[config.mk]
export PLATFORM = sky130hd
export DESIGN_NAME = fast_frame_sequencer
export DESIGN_NICKNAME = d
export VERILOG_FILES = /design/src/rtl/fast_seq_pkg.sv /design/src/rtl/fast_seq_corner_fifo.sv /design/src/rtl/fast_frame_sequencer.sv
export SDC_FILE = /design/constraint.sdc
export NUM_CORES = 2
export LEC_CHECK = 0
export CAP_MARGIN = 0
export CORE_MARGIN = 2
export CORE_UTILIZATION = 60
export DETAILED_ROUTE_END_ITERATION = 7
export DONT_BUFFER_PORTS = 1
export GPL_ROUTABILITY_DRIVEN = 0
export PLACE_DENSITY = 0.82
export SLEW_MARGIN = 20
export SYNTH_ARGS = -nofsm -noshare
export SYNTH_HDL_FRONTEND = slang
export SYNTH_SLANG_ARGS = --single-unit
[constraint.sdc]
create_clock -name clk_i -period 8.6 [get_ports clk_i]
set_input_delay 2.15 -clock clk_i [delete_from_list [all_inputs] [get_ports clk_i]]
set_output_delay 2.15 -clock clk_i [all_outputs]
set_load 0.05 [all_outputs]
[src/rtl/fast_seq_pkg.sv]
// Shared types for the FAST frame sequencer: FSM state encoding, the corner record
// and default frame geometry.
package fast_seq_pkg;

  typedef enum logic [2:0] {
    IDLE   = 3'd0,
    STREAM = 3'd1,
    FLUSH  = 3'd2,
    DRAIN  = 3'd3,
    DONE   = 3'd4
  } seq_state_e;

  typedef struct packed {
    logic [9:0] x;
    logic [9:0] y;
  } corner_t;

  localparam int unsigned DEF_COL_NUM = 640;
  localparam int unsigned DEF_ROW_NUM = 480;
  localparam int unsigned FRAME_PIX   = DEF_COL_NUM * DEF_ROW_NUM;

  function automatic int unsigned frame_pix(input int unsigned cols, input int unsigned rows);
    return cols * rows;
  endfunction

endpackage

[src/rtl/fast_seq_corner_fifo.sv]
// Synchronous corner FIFO. The read word comes straight from storage flops and is
// forced to zero while empty, so downstream outputs stay clean after reset.
module fast_seq_corner_fifo
  import fast_seq_pkg::*;
#(
  parameter int unsigned DEPTH = 64,
  localparam int unsigned AW   = $clog2(DEPTH)
) (
  input  logic          clk_i,
  input  logic          rst_ni,
  input  logic          push_i,
  input  corner_t       wdata_i,
  input  logic          pop_i,
  output corner_t       rdata_o,
  output logic          empty_o,
  output logic [AW:0]   count_o
);

  corner_t       mem_q [DEPTH];
  logic [AW-1:0] wptr_q, rptr_q;
  logic [AW:0]   count_q;
  logic          do_push, do_pop;

  assign empty_o = (count_q == '0);
  assign do_pop  = pop_i && !empty_o;
  assign do_push = push_i && ((count_q != (AW+1)'(DEPTH)) || do_pop);

  always_ff @(posedge clk_i or negedge rst_ni) begin
    if (!rst_ni) begin
      wptr_q  <= '0;
      rptr_q  <= '0;
      count_q <= '0;
    end else begin
      if (do_push) wptr_q <= wptr_q + 1'b1;
      if (do_pop)  rptr_q <= rptr_q + 1'b1;
      case ({do_push, do_pop})
        2'b10:   count_q <= count_q + 1'b1;
        2'b01:   count_q <= count_q - 1'b1;
        default: count_q <= count_q;
      endcase
    end
  end

  always_ff @(posedge clk_i) begin
    if (do_push) mem_q[wptr_q] <= wdata_i;
  end

  assign rdata_o = empty_o ? '0 : mem_q[rptr_q];
  assign count_o = count_q;

endmodule

[src/rtl/fast_frame_sequencer.sv]
// Frame controller ahead of the FAST+NMS pipeline: streams pixels, flushes, buffers corners.
// Define FAST_SEQ_CORNER_LIMIT_EN to cap captured corners per frame at MAX_CORNERS.
module fast_frame_sequencer
  import fast_seq_pkg::*;
#(
  parameter int unsigned COL_NUM      = DEF_COL_NUM,
  parameter int unsigned ROW_NUM      = DEF_ROW_NUM,
  parameter int unsigned PIXEL_WIDTH  = 8,
  parameter int unsigned FLUSH_CYCLES = 3 * DEF_COL_NUM + 16,
  parameter int unsigned FIFO_DEPTH   = 64,
  parameter int unsigned AF_MARGIN    = 2,
  parameter int unsigned MAX_CORNERS  = 1024
) (
  input  logic                   clk_i,
  input  logic                   rst_ni,
  input  logic                   start_i,
  input  logic [PIXEL_WIDTH-1:0] s_pix_i,
  input  logic                   s_vld_i,
  output logic                   s_rdy_o,
  output logic                   core_ce_o,
  output logic [PIXEL_WIDTH-1:0] core_data_o,
  input  logic                   core_iscorner_i,
  input  logic [9:0]             core_x_i,
  input  logic [9:0]             core_y_i,
  output logic [9:0]             m_x_o,
  output logic [9:0]             m_y_o,
  output logic                   m_vld_o,
  input  logic                   m_rdy_i,
  output logic                   busy_o,
  output logic                   frame_done_o,
  output logic [15:0]            corner_count_o,
  output logic                   overflow_o
);

  localparam int unsigned FPIX = frame_pix(COL_NUM, ROW_NUM);
  localparam int unsigned CW   = $clog2(FIFO_DEPTH) + 1;
  localparam int unsigned PW   = $clog2(FPIX + 1);
  localparam int unsigned FW   = $clog2(FLUSH_CYCLES + 1);
`ifdef FAST_SEQ_CORNER_LIMIT_EN
  localparam bit LIMIT_EN = 1'b1;
`else
  localparam bit LIMIT_EN = 1'b0;
`endif

  seq_state_e    state_q;
  logic [PW-1:0] pix_cnt_q;
  logic [FW-1:0] flush_cnt_q;
  logic [15:0]   corner_cnt_q, corner_count_q;
  logic          frame_done_q, overflow_q;

  logic [CW-1:0] fifo_count;
  logic          fifo_empty, afull, accept, corner_hit, cap_hit, push, cnt_inc;
  corner_t       fifo_dout;

  // Holding ce low at the almost-full mark leaves room for the corner already in flight.
  assign afull       = fifo_count >= CW'(FIFO_DEPTH - AF_MARGIN);
  assign s_rdy_o     = (state_q == STREAM) && !afull;
  assign accept      = s_vld_i && s_rdy_o;
  assign core_ce_o   = accept || ((state_q == FLUSH) && !afull);
  assign core_data_o = (state_q == STREAM) ? s_pix_i : '0;

  assign corner_hit = core_iscorner_i && core_ce_o;
  assign cap_hit    = LIMIT_EN && (corner_cnt_q == 16'(MAX_CORNERS));
  assign push       = corner_hit && !cap_hit;
  assign cnt_inc    = push && (corner_cnt_q != 16'hFFFF);

  fast_seq_corner_fifo #(.DEPTH(FIFO_DEPTH)) u_fifo (
    .clk_i   (clk_i),
    .rst_ni  (rst_ni),
    .push_i  (push),
    .wdata_i ('{x: core_x_i, y: core_y_i}),
    .pop_i   (m_rdy_i),
    .rdata_o (fifo_dout),
    .empty_o (fifo_empty),
    .count_o (fifo_count)
  );

  always_ff @(posedge clk_i or negedge rst_ni) begin
    if (!rst_ni) begin
      state_q        <= IDLE;
      pix_cnt_q      <= '0;
      flush_cnt_q    <= '0;
      corner_cnt_q   <= '0;
      corner_count_q <= '0;
      frame_done_q   <= 1'b0;
      overflow_q     <= 1'b0;
    end else begin
      frame_done_q <= 1'b0;
      if (accept) pix_cnt_q <= pix_cnt_q + 1'b1;
      if ((state_q == FLUSH) && core_ce_o) flush_cnt_q <= flush_cnt_q + 1'b1;
      if (cnt_inc) corner_cnt_q <= corner_cnt_q + 1'b1;
      if (corner_hit && cap_hit) overflow_q <= 1'b1;
      unique case (state_q)
        IDLE: if (start_i) begin
          state_q    <= STREAM;
          overflow_q <= 1'b0;
        end
        STREAM: if (accept && (pix_cnt_q == PW'(FPIX - 1))) state_q <= FLUSH;
        FLUSH:  if (core_ce_o && (flush_cnt_q == FW'(FLUSH_CYCLES - 1))) state_q <= DRAIN;
        DRAIN: if (fifo_empty) begin
          state_q        <= DONE;
          frame_done_q   <= 1'b1;
          corner_count_q <= corner_cnt_q;
        end
        DONE: begin
          state_q      <= IDLE;
          pix_cnt_q    <= '0;
          flush_cnt_q  <= '0;
          corner_cnt_q <= '0;
        end
        default: state_q <= IDLE;
      endcase
    end
  end

  assign m_x_o          = fifo_dout.x;
  assign m_y_o          = fifo_dout.y;
  assign m_vld_o        = !fifo_empty;
  assign busy_o         = (state_q != IDLE);
  assign frame_done_o   = frame_done_q;
  assign corner_count_o = corner_count_q;
  assign overflow_o     = overflow_q;

endmodule
=== After elaboration in Yosys (flattened, before gate mapping) ===
Memory sizes are Yosys's and may differ from the RTL's.
Index checks and enable logic that the tools add are counted.

* Add/subtract/negate cells: 7
* Magnitude comparators: 1
* Eq/ne operators: 14
* Muxes and demuxes: 18
* Reduce and logical (&&, ||, !) cells: 23

{| class="wikitable"
|+ Operator list
! kind !! number
|-
| $mux 19 || 2
|-
| $mux 16 || 2
|-
| $mux 11 || 2
|-
| $mux 20 || 1
|-
| $add 19x1->19 const B || 1
|-
| $eq 19x19->1 const B || 1
|-
| $add 16x1->16 const B || 1
|-
| $ne 16x16->1 const B || 1
|-
| $pmux 7 s2 || 1
|-
| $add 6x1->6 const B || 2
|-
| $mux 3 || 4
|-
| $pmux 3 s4 || 1
|-
| $add 11x1->11 const B || 1
|-
| $eq 11x11->1 const B || 1
|-
| $logic_and 1x1->1 || 10
|-
| $mux 8 || 1
|-
| $reduce_bool 2->1 || 4
|-
| $add 7x1->7 const B || 1
|-
| $ge 7x6->1 const B || 1
|-
| $logic_not 7->1 || 1
|-
| $ne 7x7->1 const B || 1
|-
| $sub 7x1->7 const B || 1
|-
| $eq 3x2->1 const B || 2
|-
| $ne 2x1->1 const B || 3
|-
| other kinds (12) || 17
|}

* Register bits after elaboration: 85
* Memory bits (writable): 1280
* Input bits: 34
* Output and inout port bits: 50
* Memories: 1

{| class="wikitable"
|+ Memories
! name !! depth !! bits a word !! rd ports !! clocked after memory_dff !! write ports !! line !! text
|-
| u_fifo.mem_q || 64 || 20 || 1 || 0 || 1 || fast_seq_corner_fifo.sv:19 || <nowiki>corner_t mem_q [DEPTH];</nowiki>
|}

=== Depth between registers and ports, before layout ===
* Depth after elaboration: 9
* Depth in mapped cells: 12
* Mapped depth without buffers: 12

=== Hierarchy ===
From an unflattened synthesis, not the netlist that was laid out.

* Cell total of the unflattened synthesis: 2694
* Area total of the unflattened synthesis: 53261.1 um^2

{| class="wikitable"
|+ By module, submodules not included
! module !! times used !! cells an instance !! area an instance (um^2) !! seq. area each (um^2)
|-
| fast_seq_corner_fifo || 1 || 2332 || 49835.3 || 38912.3
|-
| fast_frame_sequencer || 1 || 362 || 3425.8 || 1651.6
|}

=== Worst setup path before layout ===
No wires, ideal clock.

* Path kind: input port to output port
* From: input port s_vld_i
* To: output port core_ce_o
* Arrival: 2929 ps
* Data required time: 6450 ps
* Setup slack: 3521 ps
* Stages: 3
* Path buffers: 0
* Cell sequence: nand3b_1 -> a21oi_1 -> and2_1

* Cells in the longest elaborated chain, start to end: 2

{| class="wikitable"
|+ Ends and longest elaborated chain
! what !! line !! text
|-
| from (decl) || fast_frame_sequencer.sv:18 || <nowiki>input logic s_vld_i,</nowiki>
|-
| $logic_and 1x1->1 || fast_frame_sequencer.sv:58 || <nowiki>assign accept = s_vld_i && s_rdy_o;</nowiki>
|-
| $logic_or 1x1->1 || fast_frame_sequencer.sv:59 || <nowiki>assign core_ce_o = accept || ((state_q == FLUSH) && !afull);</nowiki>
|-
| to (decl) || fast_frame_sequencer.sv:20 || <nowiki>output logic core_ce_o,</nowiki>
|}

Every way passes these cells.

=== Worst setup path after layout ===
* From: register u_fifo.rptr_q[0]
* To: output port m_x_o[3]

* Cells in the longest elaborated chain, start to end: 2

{| class="wikitable"
|+ Ends and longest elaborated chain
! what !! line !! text
|-
| from (decl) || fast_seq_corner_fifo.sv:20 || <nowiki>logic [AW-1:0] wptr_q, rptr_q;</nowiki>
|-
| from (signal assigned) || fast_seq_corner_fifo.sv:35 || <nowiki>if (do_pop) rptr_q <= rptr_q + 1'b1;</nowiki>
|-
| $mem_v2 64x20 || - ||
|-
| $mux 20 || fast_seq_corner_fifo.sv:48 || <nowiki>assign rdata_o = empty_o ? '0 : mem_q[rptr_q];</nowiki>
|-
| to (decl) || fast_frame_sequencer.sv:25 || <nowiki>output logic [9:0] m_x_o,</nowiki>
|}

Every way passes these cells.

==> flow_summary.yaml <==
clocking:
  cts_tree: "yes"
  root_buffer: "clkbuf_16"
  clk_pin_slew_ns: 0.06
  cts_resized: 0
  cts_made_buffers: 132
  clkSinkCount: 1365
  ctsHoldBuffers: 0
  cts_buffer_depth: 3
  cts_setup_buffers: 0
  htree_num_levels: 4
  clock_latency_ns: 0.73
worst_hold_path:
  hold_class: "flop to flop"
  worstHoldPathCells: 1
pwr:
  powerDensity_nw_per_um2: 313
  peakVddDrop_mv: 0.235
  p_leak_nw: 19.2
sta:
  hold_viol: 0
  setup_viol: 0
  timing.final.ws_setup_ns: 1.36
  grt_setup_unrepaired: "no"
  setup_tns_ns: 0
  period_share: 0.841
  post-route-min-period_ns: 7.24
  max_slew.worst_pin.slew_ns: 1.24
  relSlewSlack: 0.167
  max_freq_mhz: 138
  skew_ns: 0.0387
  slew_violations: 0
logic_synthesis:
  synth_nets: 2697
  syn_area_per_cell_um2: 20.0
  ys_warn_count: 0
  ys_seq_elements: 1365
  syn_area_um2: 53100
  yosysUniqueCellTypes: 56
  synth_top_area_frac: 0.724
  synth_edf_count: 1280
  ys_top_cells_by_count: "edfxtp_1, mux4_2, mux2i_1, nor2_1, dfrtp_1"
  synthArstFlopShare: 0.0623
  syn_inst: 2652
  post-synth-top-count-cell: "edfxtp_1"
  seq_area_frac_synth: 0.764
  synth-main-ff-cell: "edfxtp_1"
  yosysTopAreaCell: "edfxtp_1"
  synthTopCellsByArea: "edfxtp_1, mux4_2, dfrtp_1, mux2i_1, a211oi_1"
die:
  die_h_um: 301
  fp.dieArea_um2: 90900
  io_pins: 84
  coreArea_um2: 88100
  rows: 109
  die_w_um: 301
  start_util: 0.603
cells_and_area:
  multiInputGateArea_um2: 12000
  drive_gt1_frac: 0.218
  syn2layout_area_growth_pct: 11.1
  n_antenna_cell: 0
  regArea_um2: 40600
  final_nets: 2763
  fin_cells: 3982
  fillCellCount: 5192
route:
  ant_nets: 0
  vias: 28400
  avgViaCountPerCell: 7.13
  route.detailed.drc: 0
  drtPass1Iterations: 7
  drt_iter0_drc: 4197
  wl_per_cell_um: 33.9
  wirelength_mm: 135
global_route:
  use_met2: 0.479
  grt_first_pass_wirelength_mm: 195
  gr-total-overflow: 0
  use_met1: 0.397
  busiest_layer: "met2"
  grt_max_degree: 134
  grt_pass1_vias: 28600
  globalRouteMet3Util: 0.0755
  grtUsageTotal: 0.302
  antenna_found_initial: 4
run_status:
  outcome: "finished, final reports clean"
worst_setup_path:
  cp_data_arrival_time_ns: 5.09
  reg2reg_depth: 6
  crit_type: "flop to primary output"
  critPathLaunchType: "flop"
  critical_path_required_ns: 6.45
  endpoint_kind: "primary output"
  critPathMaxFanout: 112
  timing.reg2reg.setup_slack_ns: 4.49
placement:
  dp_cells: 3749
  post-place-ws_ns: 2.37
  numPortBuffers: 0
  dpl.hpwl_mm: 69.3
flow_run:
  max_cap_viol_count: 0
==> area by class of cell <==
class / instances / area share
clock buffer: 162 / 0.0594
clock inverter: 71 / 0.0117
inverter: 12 / 0.000764
tap: 1165 / 0.0247
multi-input combinational: 1119 / 0.203
sequential: 1365 / 0.688
timing repair buffer: 88 / 0.0123
==> path summary, 6_finish.rpt <==
path / start / endpoint
min in group asynchronous: rst_ni / state_q[0]
max in group asynchronous: rst_ni / corner_cnt_q[8]
worst max-delay path: u_fifo.rptr_q[0] / m_x_o[3]
worst min-delay path: corner_cnt_q[14] / corner_cnt_q[14]
worst max register to register: state_q[0] / u_fifo.mem_q[11][10]
worst min register to register: corner_cnt_q[14] / corner_cnt_q[14]
==> state kept, by name (all words and copies together) (netlist names) <==
register and cells:
corner_cnt_q 16, corner_count_o 16, flush_cnt_q 11, frame_done_o 1, pix_cnt_q 19, state_q 3, u_fifo.count_o 7, u_fifo.mem_q 1280
u_fifo.rptr_q 6, u_fifo.wptr_q 6
==> layer usage <==
| layer | vias to the layer above | wire length (um) |
|---|---|---|
| li1 | 11100 | - |
| met1 | 14500 | 45900 |
| met2 | 2339 | 65200 |
| met3 | 413 | 16800 |
| met4 | 6 | 7020 |
| met5 | - | 35 |
==> worst max-delay path, stage by stage, from the launching register on <==
cell      delay, ns
dfrtp_4        1.11
buf_12         0.67
mux4_2         0.61
a22o_1         0.26
a211oi_1       1.00
a21oi_1        0.10
a21o_1         0.43
==> per-stage QoR <==
step	utilization	power (mW)	hold WS [ns]	area [um2]
floorplan	-	11.3	0.460	53100
global placement	0.622	12.7	0.481	54800
detailed placement	0.622	12.8	0.495	54800
CTS	0.669	18.4	0.502	59000
global route	0.669	18.9	0.536	59000
finish	0.669	18.5	0.518	59000
==> cell usage in the layout, fill, tap and decap left out, types with 10 or more instances in the layout <==
cell / Yosys / routed
a211oi_1: 71 / 71
or3_1: 16 / 16
dfrtp_1: 85 / 82
a21o_1: 11 / 11
xnor2_1: 19 / 19
clkinv_1: 0 / 26
nand4_1: 21 / 21
edfxtp_1: 1280 / 1280
clkbuf_16: 0 / 136
buf_4: 28 / 83
and2_1: 17 / 16
a22o_1: 32 / 32
bufinv_16: 0 / 11
nor2_1: 97 / 31
nor2_2: 0 / 58
ha_1: 10 / 10
nand2_1: 50 / 50
o21ai_0: 24 / 24
xor2_1: 17 / 17
clkbuf_1: 84 / 26
mux2_2: 19 / 19
inv_1: 10 / 10
o22ai_1: 41 / 41
mux2i_1: 160 / 160
a21oi_1: 72 / 72
and3_1: 16 / 16
clkinv_2: 0 / 20
mux4_2: 241 / 241
a22oi_1: 61 / 61
o221ai_1: 39 / 39
nand3_1: 25 / 24
==> where the power goes <==
| group | switching, mW | total (mW) | internal [mW] |
|---|---|---|---|
| Combinational | 3.20 | 5.08 | 1.88 |
| Sequential | 0.316 | 7.70 | 7.38 |
| Clock | 2.46 | 5.69 | 3.23 |
==> kinds of logic (layout without fill, tap and decap cells) <==
group                    after synthesis  after routing  share of synthesized area
flip-flops                          1365           1365                      0.764
multiplexers                         420            420                      0.136
adder cells (fa/ha/maj)               11             11                    0.00273
other                                  1              1                  0.0000706
XOR/XNOR                              36             36                    0.00594
AO/OA/AOI/OAI                        367            367                     0.0491
buffers and inverters                168            333                     0.0147
AND/OR/NAND/NOR                      284            284                     0.0272
(Power assumes the default switching activity.)
